<file path="src/rtl/chunked_adder.sv">
// Multi-cycle add/subtract unit: one shared CHUNK-bit adder slice walks the
// operands LSB-chunk first behind a start/done handshake, producing sum and flags.
module chunked_adder #(
    parameter int unsigned WIDTH = 8,
    parameter int unsigned CHUNK = 1
) (
    input  logic             clk,
    input  logic             rst_n,
    input  logic             start,
    input  logic [WIDTH-1:0] a,
    input  logic [WIDTH-1:0] b,
    input  logic             c_in,
    input  logic             sub,
    output logic             busy,
    output logic             done,
    output logic [WIDTH-1:0] sum,
    output logic             c_out,
    output logic             ovf,
    output logic             zero
);

    localparam int unsigned NCHUNK = WIDTH / CHUNK;
    localparam int unsigned CW     = (NCHUNK > 1) ? $clog2(NCHUNK) : 1;
    localparam int unsigned SW     = CHUNK + 1;

    typedef enum logic [1:0] {
        IDLE = 2'd0,
        RUN  = 2'd1,
        DONE = 2'd2
    } state_t;

    state_t state, state_next;

    logic [WIDTH-1:0]       a_r, b_r, res_r;
    logic                   carry_r;
    logic [CW-1:0]          cnt;

    logic                   accept, last;
    logic [CHUNK-1:0]       a_lo, b_lo, s_lo;
    logic                   slice_cout, msb_cin;
    logic [WIDTH+CHUNK-1:0] res_cat;
    logic [WIDTH-1:0]       res_next;
    logic                   busy_next, done_next;

    // State register
    always_ff @(posedge clk or negedge rst_n) begin
        if (!rst_n) state <= IDLE;
        else        state <= state_next;
    end

    // Next-state logic; a start in the DONE cycle is taken just like in IDLE
    always_comb begin
        state_next = state;
        accept     = start && (state != RUN);
        last       = (cnt == CW'(NCHUNK - 1));
        case (state)
            IDLE:    if (start) state_next = RUN;
            RUN:     if (last)  state_next = DONE;
            DONE:    state_next = start ? RUN : IDLE;
            default: state_next = IDLE;
        endcase
    end

    // Output decode: handshake flags follow the state being entered
    always_comb begin
        busy_next = (state_next == RUN);
        done_next = (state_next == DONE);
    end

    // Shared adder slice on the low chunk of the shifting operand registers
    always_comb begin
        a_lo                 = a_r[CHUNK-1:0];
        b_lo                 = b_r[CHUNK-1:0];
        {slice_cout, s_lo}   = SW'(a_lo) + SW'(b_lo) + SW'(carry_r);
        msb_cin              = a_lo[CHUNK-1] ^ b_lo[CHUNK-1] ^ s_lo[CHUNK-1];
        res_cat              = {s_lo, res_r};
        res_next             = res_cat[WIDTH+CHUNK-1:CHUNK];
    end

    // Datapath and registered outputs
    always_ff @(posedge clk or negedge rst_n) begin
        if (!rst_n) begin
            a_r     <= '0;
            b_r     <= '0;
            res_r   <= '0;
            carry_r <= 1'b0;
            cnt     <= '0;
            busy    <= 1'b0;
            done    <= 1'b0;
            sum     <= '0;
            c_out   <= 1'b0;
            ovf     <= 1'b0;
            zero    <= 1'b0;
        end else begin
            busy <= busy_next;
            done <= done_next;
            if (accept) begin
                a_r     <= a;
                b_r     <= sub ? ~b : b;
                carry_r <= sub ? 1'b1 : c_in;
                cnt     <= '0;
            end else if (state == RUN) begin
                a_r     <= a_r >> CHUNK;
                b_r     <= b_r >> CHUNK;
                res_r   <= res_next;
                carry_r <= slice_cout;
                cnt     <= cnt + CW'(1);
                if (last) begin
                    sum   <= res_next;
                    c_out <= slice_cout;
                    ovf   <= msb_cin ^ slice_cout;
                    zero  <= (res_next == '0);
                end
            end
        end
    end

endmodule
</file>
<file path="config.mk">
export PLATFORM = sky130hd
export DESIGN_NAME = chunked_adder
export DESIGN_NICKNAME = d
export VERILOG_FILES = /design/src/rtl/chunked_adder.sv
export SDC_FILE = /design/constraint.sdc
export NUM_CORES = 1
export LEC_CHECK = 0
export CORE_MARGIN = 2
export CORE_UTILIZATION = 40
export CTS_CLUSTER_SIZE = 24
export DETAILED_ROUTE_END_ITERATION = 12
export GPL_TIMING_DRIVEN = 0
export SLEW_MARGIN = 0
export SYNTH_ARGS = -nofsm -noshare
export SYNTH_HDL_FRONTEND = slang
export SYNTH_SLANG_ARGS = --single-unit
</file>
<file path="constraint.sdc">
create_clock -name clk -period 1.8 [get_ports clk]
set_clock_uncertainty 0.05 [all_clocks]
set_input_delay 0.18 -clock clk [delete_from_list [all_inputs] [get_ports clk]]
set_output_delay 0.18 -clock clk [all_outputs]
set_load 0.05 [all_outputs]
</file>
==> metrics.yaml <==
fin_crit_sh_pct: 96.5
critical_path.top_delay_family: "adder cells"
synth_cells: 169
synth_ff_type: "dfrtp_1"
gp_congestion: 0.735
synthesis.nets: 193
clk_pin_slew_ns: 0.08
reg2reg_slack_ns: 0.06
io_pins: 34
cts_made_buffers: 5
finalHoldViolCount: 0
clockBufferDepth: 2
power.leakage_nw: 1.15
htreeDepth: 2
post-dp-hpwl_mm: 2.61
worstMarginPinSlew_ns: 0.513
avgSynthCellArea_um2: 11.2
hold_path.class: "in -> async"
reg2regPathDepth: 4
ctsResizeCount: 0
dieHeight_um: 72.7
synth.distinct_cells: 26
drt-initial-drc-count: 43
n_antenna_cell: 0
synth-edff-count: 0
vias: 1291
synth-seq-area-share_pct: 55.6
p_total_mw: 4.07
fp.dieW_um: 72.7
antenna_found_initial: 0
cp-start-kind: "flip-flop"
grt_pass1_wl_mm: 6.43
ys_ff_latch: 42
avgViaCountPerCell: 4.89
worstPathMaxFanout: 4
nets: 233
cts_setup_buffers: 0
clock.fmax_ghz: 0.575
fill_cells: 426
fin_crit_ns: 1.74
max-slew-margin-rel_pct: 65.7
drive_gt1_share_pct: 13.8
yosys_warnings: 0
synth_common_cells: "43 x nand2_1, 42 x dfrtp_1, 19 x o21ai_0"
num_rows: 25
slowest_delay_ns: 0.59
synth.cell_area_mm2: 0.00189
worstPathCellList: "fa_1 -> nor4_1 -> nand2_1 -> o21ai_0"
wl_per_cell_um: 14.0
slew_viol_final: 0
grtUsageTotal_pct: 16.1
dieArea_mm2: 0.00529
wl_met2_mm: 1.79
yosysMostFrequentCell: "nand2_1"
drcViolationCount: 0
reg2reg_from: "a_r[0]"
placed_area_mm2: 0.00228
wl_met1_mm: 1.71
grt_pass1_vias: 1345
yosysTopAreaCell: "dfrtp_1"
slowest_stage: "fa_1"
clk_latency_ns: 0.29
fin_area_mm2: 0.00239
met3_length_um: 174
synth.top_cell.area_share_pct: 55.6
cp-end-kind: "flip-flop"
ir_worst_vdd_mv: 0.609
syn2layout_area_growth_pct: 26.4
finalSetupViolations: 0
cts_sinks: 42
drt-pass1-iter-count: 4
top_layer: "met4"
max_cap_viol_count: 0
synth_area_leaders: "dfrtp_1 56%, nand2_1 8.5%, mux2i_1 7.9%, o21ai_0 5.0%, xor2_1 3.2%"
core_mm2: 0.00463
rsz0062_at_grt: "no"
ant_nets: 0
tritoncts: "yes"
wirelength_mm: 3.71
outcome: "completed"
grt_remaining_overflow: 0
crit_buf_inv: 0
worst_r2r_endpoint: "zero"
io_buffers: 31
start_util_pct: 40.8
arrival_ns: 1.91
worstSetupPathType: "reg -> reg"
worst_ep_required_time_ns: 1.97
grt_max_degree: 35
async_reset_ff_share_pct: 100
cellPowerDensity_mw_per_mm2: 1710
cts_root_buf: "clkbuf_8"
-- registers in the layout, summed over array words and instances (netlist names) --
signal,cells
zero,1
ovf,1
b_r,8
cnt,3
state,2
done,1
a_r,8
sum,8
c_out,1
carry_r,1
busy,1
res_r,7
-- cell usage in the layout, fill, tap and decap left out --
| cell | count |
|---|---|
| nor4_1 | 2 |
| mux2_4 | 4 |
| o21a_1 | 1 |
| o21ai_1 | 1 |
| nor2_1 | 2 |
| clkbuf_8 | 6 |
| xnor2_1 | 4 |
| buf_12 | 1 |
| clkbuf_1 | 1 |
| mux2_2 | 5 |
| buf_2 | 4 |
| dfrtp_1 | 42 |
| ha_1 | 2 |
| inv_1 | 3 |
| dlygate4sd3_1 | 1 |
| nor2b_1 | 1 |
| nand2_1 | 43 |
| o22ai_1 | 2 |
| nand3_1 | 1 |
| clkdlybuf4s50_1 | 30 |
| nand3b_4 | 1 |
| buf_6 | 1 |
| clkinv_2 | 1 |
| nand2b_1 | 1 |
| mux2i_1 | 15 |
| buf_4 | 5 |
| clkinvlp_4 | 1 |
| a211oi_1 | 1 |
| o21ai_0 | 19 |
| fa_1 | 1 |
| xor2_1 | 7 |
| a21oi_1 | 1 |
-- final cells by class --
class / count / area [µm²] / share of cell area (%)
plain buffers: 10 / 67.6 / 2.83
clock buffers: 6 / 82.6 / 3.46
clock inverters: 2 / 12.5 / 0.524
inverters: 3 / 11.3 / 0.472
multi-input cells: 114 / 759 / 31.8
flip-flops and latches: 42 / 1050 / 44.0
well taps: 54 / 67.6 / 2.83
repair buffers: 33 / 335 / 14.0
-- routing by layer --
| metal | GRT usage [%] | vias to the layer above |
|---|---|---|
| met2 | 26.3 | 39 |
| met5 | 0 | - |
| met1 | 20.8 | 611 |
| met3 | 4.14 | 4 |
| li1 | - | 637 |
| met4 | 5.56 | 0 |
-- worst max-delay path by stage --
stage | from | slack [ns] | end | cells past startpoint
5_1_grt | a_r[0] | 0.01 | zero | 4
3_5_place_dp | a_r[0] | 0.06 | zero | 4
6_report | a_r[0] | 0.06 | zero | 4
2_1_floorplan | a_r[0] | 0.27 | zero | 4
3_3_place_gp | rst_n | -0.55 | b_r[4] | 1
4_1_cts | a_r[0] | 0.04 | zero | 4
-- metrics by stage --
| step | setup slack (ns) | setup TNS, ns | hold slack (ns) | util (%) | std cells |
|---|---|---|---|---|---|
| detailed placement | 0.0596 | 0 | 0.00607 | 49.3 | 255 |
| global placement | -0.552 | -23.08 | 0.410 | 49.0 | 254 |
| CTS | 0.0402 | 0 | 0.223 | 51.6 | 264 |
| finish | 0.0623 | 0 | 0.220 | 51.6 | 264 |
| floorplan | 0.272 | 0 | -0.166 | - | 169 |
| global route | 0.0140 | 0 | 0.216 | 51.6 | 264 |
-- cells by family (layout without fill, tap and decap cells) --
logic type,after synthesis,in the layout,share of synthesized area [%]
XOR/XNOR,11,11,5.10
adder cells (fa/ha/maj),3,3,2.38
AO/OA/AOI/OAI,25,25,7.02
flip-flops,42,42,55.6
buffers and inverters,13,54,4.17
AND/OR/NAND/NOR,51,51,11.6
multiplexers,24,24,14.1
-- where the power goes --
group	internal, mW	switching [mW]
Sequential	1.34	0.272
Clock	0.308	0.324
Combinational	0.760	1.07
Total	2.41	1.67
-- timing repair --
action	in CTS	in global routing
setup endpoints to repair	0	0
hold endpoints to repair	42	0
hold buffers	1	0
No activity file was read; power rests on OpenSTA's default activity.
